--- src/rtl/fetch_pkg.sv ---
// Shared definitions for the LEGv8 fetch front end: FSM encoding, next-PC
// select codes (also used by the control unit) and the default reset PC.
package fetch_pkg;

    typedef enum logic [1:0] {
        ST_IDLE  = 2'd0,
        ST_FETCH = 2'd1,
        ST_EXEC  = 2'd2
    } fetch_state_e;

    localparam logic [1:0] PC_INC    = 2'b00;
    localparam logic [1:0] PC_BRANCH = 2'b01;
    localparam logic [1:0] PC_REG    = 2'b10;
    localparam logic [1:0] PC_HOLD   = 2'b11;

    localparam logic [63:0] DEFAULT_RESET_PC = 64'h0;

    // Register branch targets are word-aligned by discarding the low two bits.
    localparam logic [63:0] WORD_ALIGN_MASK = 64'hFFFF_FFFF_FFFF_FFFC;

endpackage

--- src/rtl/instruction_fetch_unit_if.sv ---
// Instruction-memory req/ack bus; the fetch unit is the master.
interface instruction_fetch_unit_if;

    logic [63:0] imem_addr;
    logic        imem_req;
    logic        imem_ack;
    logic [31:0] imem_rdata;

    modport master (
        output imem_addr,
        output imem_req,
        input  imem_ack,
        input  imem_rdata
    );

    modport slave (
        input  imem_addr,
        input  imem_req,
        output imem_ack,
        output imem_rdata
    );

endinterface

--- src/rtl/pc_next_logic.sv ---
// Combinational next-PC selection: pc+4, pc+(K<<2), aligned register target,
// or hold. All adds wrap silently modulo 2^64.
module pc_next_logic
    import fetch_pkg::*;
#(
    parameter int K_bits = 64
) (
    input  logic        [63:0]       pc,
    input  logic        [1:0]        pc_sel,
    input  logic signed [K_bits-1:0] k,
    input  logic        [63:0]       reg_target,
    output logic        [63:0]       pc_plus4,
    output logic        [63:0]       next_pc
);

    logic signed [63:0] k_ext;
    logic        [63:0] branch_target;
    logic        [63:0] reg_aligned;

    // K arrives in words; bring it to exactly 64 bits before scaling.
    generate
        if (K_bits >= 64) begin : g_k_trunc
            assign k_ext = k[63:0];
        end else begin : g_k_sext
            assign k_ext = {{(64 - K_bits){k[K_bits-1]}}, k};
        end
    endgenerate

    assign pc_plus4      = pc + 64'd4;
    assign branch_target = pc + ($unsigned(k_ext) << 2);
    assign reg_aligned   = reg_target & WORD_ALIGN_MASK;

    always_comb begin
        next_pc = pc;
        unique case (pc_sel)
            PC_INC:    next_pc = pc_plus4;
            PC_BRANCH: next_pc = branch_target;
            PC_REG:    next_pc = reg_aligned;
            PC_HOLD:   next_pc = pc;
            default:   next_pc = pc;
        endcase
    end

endmodule

--- src/rtl/instruction_fetch_unit.sv ---
// Multi-cycle LEGv8 fetch front end: owns PC, instruction register and the
// architectural status flags; fetches over req/ack and retires on command.
module instruction_fetch_unit
    import fetch_pkg::*;
#(
    parameter logic [63:0] RESET_PC = DEFAULT_RESET_PC,
    parameter int          K_bits   = 64
) (
    input  logic                       clock,
    input  logic                       reset,
    instruction_fetch_unit_if.master   imem,
    output logic        [31:0]         instruction,
    output logic                       instr_valid,
    output logic        [63:0]         pc,
    output logic        [63:0]         pc_plus4,
    output logic        [3:0]          status,
    input  logic                       retire,
    input  logic        [1:0]          pc_sel,
    input  logic signed [K_bits-1:0]   K,
    input  logic        [63:0]         reg_target,
    input  logic                       status_we,
    input  logic        [3:0]          alu_flags
);

    fetch_state_e state_q, state_d;
    logic [63:0]  pc_q, pc_d;
    logic [31:0]  instr_q, instr_d;
    logic [3:0]   status_q, status_d;
    logic [63:0]  next_pc;

    pc_next_logic #(
        .K_bits (K_bits)
    ) u_pc_next (
        .pc         (pc_q),
        .pc_sel     (pc_sel),
        .k          (K),
        .reg_target (reg_target),
        .pc_plus4   (pc_plus4),
        .next_pc    (next_pc)
    );

    always_ff @(posedge clock) begin
        if (!reset) begin
            state_q <= ST_IDLE;
        end else begin
            state_q <= state_d;
        end
    end

    always_comb begin
        state_d = state_q;
        unique case (state_q)
            ST_IDLE:  state_d = ST_FETCH;
            ST_FETCH: if (imem.imem_ack) state_d = ST_EXEC;
            ST_EXEC:  if (retire)        state_d = ST_FETCH;
            default:  state_d = ST_IDLE;
        endcase
    end

    always_comb begin
        imem.imem_req = (state_q == ST_FETCH);
        instr_valid   = (state_q == ST_EXEC);
    end

    // Ack is only honoured in FETCH and retire only in EXEC; anything else is dropped.
    always_comb begin
        pc_d     = pc_q;
        instr_d  = instr_q;
        status_d = status_q;
        if (state_q == ST_FETCH && imem.imem_ack) begin
            instr_d = imem.imem_rdata;
        end
        if (state_q == ST_EXEC && retire) begin
            pc_d = next_pc;
            if (status_we) begin
                status_d = alu_flags;
            end
        end
    end

    always_ff @(posedge clock) begin
        if (!reset) begin
            pc_q     <= RESET_PC;
            instr_q  <= 32'h0;
            status_q <= 4'b0000;
        end else begin
            pc_q     <= pc_d;
            instr_q  <= instr_d;
            status_q <= status_d;
        end
    end

    assign imem.imem_addr = pc_q;
    assign pc             = pc_q;
    assign instruction    = instr_q;
    assign status         = status_q;

endmodule

--- src/flat_wrapper.sv ---
// flat-port wrapper written by rule: the top's interface ports become plain ports
module instruction_fetch_unit_flat import fetch_pkg::*;
#(
    parameter logic [63:0] RESET_PC = DEFAULT_RESET_PC,
    parameter int          K_bits   = 64
)
  (clock, reset, instruction, instr_valid, pc, pc_plus4, status, retire, pc_sel, K, reg_target, status_we, alu_flags, imem_imem_addr, imem_imem_req, imem_imem_ack, imem_imem_rdata);
  instruction_fetch_unit_if imem_i ();
  input  logic clock;
  input  logic reset;
  output logic        [31:0] instruction;
  output logic instr_valid;
  output logic        [63:0] pc;
  output logic        [63:0] pc_plus4;
  output logic        [3:0] status;
  input  logic retire;
  input  logic        [1:0] pc_sel;
  input  logic signed [K_bits-1:0] K;
  input  logic        [63:0] reg_target;
  input  logic status_we;
  input  logic        [3:0] alu_flags;
  output wire logic [$bits(imem_i.imem_addr)-1:0] imem_imem_addr;
  output wire logic [$bits(imem_i.imem_req)-1:0] imem_imem_req;
  input wire logic [$bits(imem_i.imem_ack)-1:0] imem_imem_ack;
  input wire logic [$bits(imem_i.imem_rdata)-1:0] imem_imem_rdata;
  assign imem_imem_addr = imem_i.imem_addr;
  assign imem_imem_req = imem_i.imem_req;
  assign imem_i.imem_ack = imem_imem_ack;
  assign imem_i.imem_rdata = imem_imem_rdata;
  instruction_fetch_unit #(.RESET_PC(RESET_PC), .K_bits(K_bits)) u_core (.clock(clock), .reset(reset), .imem(imem_i), .instruction(instruction), .instr_valid(instr_valid), .pc(pc), .pc_plus4(pc_plus4), .status(status), .retire(retire), .pc_sel(pc_sel), .K(K), .reg_target(reg_target), .status_we(status_we), .alu_flags(alu_flags));
endmodule
--- config.mk ---
export PLATFORM = sky130hd
export DESIGN_NAME = instruction_fetch_unit_flat
export DESIGN_NICKNAME = d
export VERILOG_FILES = /design/src/rtl/fetch_pkg.sv /design/src/rtl/instruction_fetch_unit_if.sv /design/src/rtl/pc_next_logic.sv /design/src/rtl/instruction_fetch_unit.sv /design/src/flat_wrapper.sv
export SDC_FILE = /design/constraint.sdc
export NUM_CORES = 1
export LEC_CHECK = 0
export BUFFER_PORTS_ARGS = -buffer_cell sky130_fd_sc_hd__buf_4
export CAP_MARGIN = 30
export CORE_ASPECT_RATIO = 0.8
export CORE_MARGIN = 5
export CORE_UTILIZATION = 51
export CTS_CLUSTER_SIZE = 25
export DETAILED_ROUTE_END_ITERATION = 10
export PLACE_DENSITY = 0.8
export SYNTH_ARGS = -nofsm -noshare
export SYNTH_HDL_FRONTEND = slang
export SYNTH_SLANG_ARGS = --single-unit
--- constraint.sdc ---
create_clock -name clock -period 4.1 [get_ports clock]
set_clock_uncertainty 0.05 [all_clocks]
set_input_delay 0 -clock clock [delete_from_list [all_inputs] [get_ports clock]]
set_output_delay 0 -clock clock [all_outputs]
set_load 0.005 [all_outputs]
# After elaboration in Yosys (flattened, before gate mapping)
# Cells that the tools add are included.
# op_classes
div_mod_pow	0
mul	0
reduce_logical	7
order_cmp	0
addsub	2
muxes	4
shifts	0
n_bitwise	1
n_eq_ne	7
# op_table
op	n
64-bit one-hot mux with 3 select lines	1
64-bit by 3-bit adder with 64-bit output (second input constant)	1
64-bit adder	1
2-bit equality test (second input constant)	3
2-bit one-hot mux with 3 select lines	1
2-bit AND reduction	3
2-bit by 1-bit equality test with 1-bit output (second input constant)	2
2-bit zero test	2
2-bit two-way mux	2
2-bit by 1-bit inequality test with 1-bit output (second input constant)	2
1-bit logical AND	2
1-bit inverter	1
# word_totals
word_cells	25
mem_count	0
ramBits	0
rom_bits	0
latch_bits	0
ff_bits	102

# Longest topological paths before layout
# depth
ltp_word	3
depth_mapped	12
depth_no_buf	12

# Modules after synthesis
# From an unflattened synthesis, not the netlist that was laid out.
# hier_totals
cells_unflattened	1348
hier_area_um2	10825.4
# by_module_without_submodules
module	seq_area_each_um2	instances	cells_per_inst	area_per_inst_um2
pc_next_logic	0.0	1	838	6212.2
instruction_fetch_unit	2042.0	1	510	4613.2

# Worst setup path after synthesis
# OpenSTA, ideal clock, no wires.
# synth_path
kind	register -> register
from	register u_core.pc_q[3] (netlist: u_core.imem.imem_addr[3])
to	register u_core.pc_q[56] (netlist: u_core.imem.imem_addr[56])
t_arrival_ps	3029
t_required_ps	3933
setup_time_ps	117
n_path_buf	1
setup_slack_ps	904
stages_incl_launch_ff	13
cell_sequence	dfxtp_1 -> ha_1 -> and3_1 -> nand3_2 -> nor3_4 -> nand3_2 -> or3_1 -> buf_2 -> or3_4 -> nor2_2 -> xor2_2 -> or2_1 -> a32o_2
# synth_via
elab_chain_cells	2
word_cells_on_any_way	3
classes_between	add/sub: 2; mux: 1
# synth_lines
element	line	source
from (decl)	instruction_fetch_unit.sv:26	logic [63:0] pc_q, pc_d;
from (signal assigned)	instruction_fetch_unit.sv:87	pc_q <= pc_d;
64-bit by 3-bit adder with 64-bit output	pc_next_logic.sv:29	assign pc_plus4 = pc + 64'd4;
net pc_plus4[56]	flat_wrapper.sv:14	output logic [63:0] pc_plus4;
64-bit one-hot mux with 3 select lines	pc_next_logic.sv:35	unique case (pc_sel)
# The timed path passes the listed nets, and every way through them passes these cells.
# A chain may end at the register's enable or synchronous reset.

# Final worst setup path
# layout_path
from	register u_core.pc_q[6] (netlist: u_core.imem.imem_addr[6])
to	register u_core.pc_q[63] (netlist: u_core.imem.imem_addr[63])
# layout_via
elab_chain_cells	2
word_cells_on_any_way	3
classes_between	add/sub: 2; mux: 1
# layout_lines
element	line
64-bit adder or 64-bit by 3-bit adder with 64-bit output (tied branches)	pc_next_logic.sv:30, pc_next_logic.sv:29
64-bit one-hot mux with 3 select lines (*)	pc_next_logic.sv:35
# Mark *: on every way between the ends. The rest lies on a longest branch, timed or not.

==> results by group <==
Layout
  – Fill cells: around 1.7k
  – Net count, final: just over 2k
  – Layout cells sized above 1: around a quarter
  – Final Util: 70.5%
  – Area Overhead vs Synth: 35.0%
  – Ant diodes: 0

STA
  – Unrepaired setup endpoints after global routing: false
  – Post-route setup TNS: 0 ns
  – Worst rel slew slack: between 30 and 40%
  – Final hold vios: 0
  – Tmin final: around 3.7 ns
  – Max-slew violation count: 0
  – Fmax: 0.267 GHz
  – Final WS setup: around 0.36 ns
  – Final period util: about nine tenths
  – Final setup vio count: 0
  – Slew @ Worst Pin: 0.988 ns

Place
  – RePlAce Congestion: just over 1
  – Final HPWL DP: about 33 mm
  – Pre-CTS setup slack: between 0.3 and 0.4 ns
  – Port Buffers: between 300 and 400

Clock tree
  – Clock sinks: 100
  – Setup bufs post-CTS: 0
  – Clk pin slew, worst setup/hold paths: 0.08 ns
  – CTS Root Cell: clkbuf_16
  – Maximum buffer depth of the clock tree: 2
  – Worst-Skew Late Latency: between 0.3 and 0.4 ns
  – CTS tree: built
  – Htree depth: 3
  – Total CTS buffers: 9

Flow run
  – Max Cap Viol: 0

Floorplan
  – Die area: approximately 0.023 mm^2
  – Die height: approximately 140 um
  – Core Area: between 0.015 and 0.02 mm^2
  – Die W: roughly 170 um
  – # rows: 46
  – Io pins: between 400 and 500
  – Starting density of the core: 52.2%

GRT
  – Vias in the first global route: approximately 12k
  – Busiest metal layer after global routing: met2
  – Met1 Use GR: about 49%
  – Initial antenna violation count: 0
  – GRT met2 Usage: 56.0%
  – GR Util All Layers: a little over a third
  – Global Route met3 Usage: under 10%
  – Largest net degree at the start of global routing: 73
  – Total grt overflow: 0
  – Global-route wire length before repair: between 60 and 70 mm

Worst setup path
  – Crit path DAT: just under 4 ns
  – Critical path's slowest cell: dfxtp_1
  – CP cell instances: ha_1 -> a21o_1 -> a21oi_1 -> o21ai_0 -> o211ai_1 -> a211oi_1 -> o21ai_1 -> o31ai_2 -> a221oi_1 -> xnor2_1 -> o31ai_1
  – Worst Setup End Kind: flop
  – WP buf/inv: 0
  – CP max FO: 8
  – Critical Path RT: between 4 and 5 ns
  – Cell family with most CP delay: compound AO/OA/AOI/OAI gates
  – Setup CP Type: reg2reg
  – CP Launch Type: flop
  – Slowest stage delay, CP: between 0.5 and 0.6 ns

Synthesis
  – Seq/Total Area, Yosys: about a fifth
  – Top_reg_cell synth: dfxtp_1
  – Synth Cell Area: between 0.01 and 0.015 mm^2
  – Post-synth EDFFs: 0
  – Yosys warning count: 0
  – Gate Count Post-Synth: ~1.4k
  – Mean Syn Cell Area: 7.22 um^2
  – Asr flop ratio synth: 0%
  – Seq cells post-synth: 100
  – Yosys cell types: 80

Power and ir drop
  – Lkg Pwr: 6.48 nW
  – PD cells: about 190 mW/mm^2
  – Peak supply drop: ~0.17 mV

Status
  – Status: finished clean

Route
  – DRT antenna net count: 0
  – DR DRC count: 0
  – Routed WL: 45.1 mm
  – Initial DRC count: about 1.4k
  – DRT Pass-1 Iters: 5
  – DR vias: around 13k
  – Vias per inst: approximately 6.2
  – Wire per inst: around 22 um

Min path
  – Hold Crit Class: in2reg
==> Yosys cell counts (29+ instances only) <==
cell        n  area (um^2)
ha_1       65          813
a21boi_0   37          278
inv_1      30          113
a21oi_1   122          611
dfxtp_1   100         2000
nor2b_1    31          194
a21o_1     41          308
xor2_1     39          342
nand3_1    31          155
nand2_1   199          747
nand4_1    35          219
a221oi_1   29          254
buf_4      68          510
nor2_1     86          323
o21ai_0    77          385
clkbuf_1   85          319
xnor2_1    71          622
==> routing by layer <==
layer | share of wire (%) | up-vias
li1 | - | 5861
met3 | 12 | 111
met5 | 0 | -
met1 | 41 | 5928
met2 | 44 | 893
met4 | 3.5 | 0
==> cells in the final DEF (no fill, tap or decap), types with 6 or more instances in the layout <==
cell type,n
nor2_1,85
a21boi_0,37
o21ai_1,7
xnor2_1,71
inv_1,30
nor2b_1,31
nor3_1,25
o211ai_1,8
o21ai_0,77
a211oi_1,15
o22ai_1,7
or3_1,8
dfxtp_1,100
o31ai_1,7
and2_1,12
and3_1,17
ha_1,63
clkbuf_16,9
a22oi_1,18
a31oi_1,19
nand2_1,199
nand4_1,35
buf_4,411
dlygate4sd3_1,70
nand2b_1,8
a221oi_1,29
a21o_1,41
o21bai_1,16
nand3_1,31
o221ai_1,19
mux2i_1,6
conb_1,6
o21a_1,15
xor2_1,39
a21oi_1,122
==> what timing repair did <==
| action | in CTS | in global routing |
|---|---|---|
| hold endpoints to repair | 70 | 0 |
| gates resized for setup | 0 | 1 |
| setup endpoints to repair | 0 | 1 |
| hold buffers | 70 | 0 |
==> path summary, 6_finish.rpt <==
check | from | endpoint | slack (ns) | cells past startpoint
worst max register to register | u_core.imem.imem_addr[6] | u_core.imem.imem_addr[63] | 0.36 | 11
worst min register to register | u_core.instruction[19] | u_core.instruction[19] | 0.42 | 2
worst min-delay path | reg_target[18] | u_core.imem.imem_addr[18] | 0.01 | 5
worst max-delay path | u_core.imem.imem_addr[6] | u_core.imem.imem_addr[63] | 0.36 | 11
==> power breakdown <==
group | total, mW | internal [mW] | switching, mW
clock network | 0.901 | 0.431 | 0.470
registers | 1.02 | 0.994 | 0.0271
logic | 0.734 | 0.345 | 0.389
total | 2.66 | 1.77 | 0.886
==> area by class of cell <==
class	instances	area (um^2)	area share, %
Sequential cell	100	2000	14.2
Clock buffer	9	225	1.60
Multi-Input combinational cell	1160	7490	53.2
Timing Repair Buffer	483	3840	27.3
Inverter	30	113	0.800
Clock inverter	7	72.6	0.516
Tap cell	264	330	2.35
==> cell families after synthesis <==
kind of cell               synth area share, %
xor gates and xnor gates                  9.39
buffers and inverters                     9.31
AOI/OAI and AO/OA                         30.4
adders and majority gates                 7.99
other                                   0.0360
muxes                                    0.684
and+or+nand+nor                           22.9
DFF                                       19.2
==> registers in the layout, indices dropped and copies added, names as in the netlist <==
signal	cells
u_core.imem.imem_addr	62
u_core.instruction	32
u_core.status	4
u_core.state_q	2
==> metrics by stage <==
stage / instance area [um^2] / power (mW) / instances / hold slack (ns)
after floorplan: 10400 / 1.39 / 1450 / 0.0949
after global placement: 13000 / 1.68 / 1965 / 0.211
after detailed placement: 13100 / 1.70 / 1967 / 0.210
after CTS: 14100 / 2.64 / 2053 / 0.00540
after global routing: 14100 / 2.74 / 2053 / 0.0426
final: 14100 / 2.66 / 2053 / 0.0112
==> worst min-delay path, delay by kind of cell <==
kind | cells | cell delay, ns
simple gates | 2 | 0.18
buf+inv | 1 | 0.09
compound gates | 2 | 0.12
No activity file was read; power rests on OpenSTA's default activity.
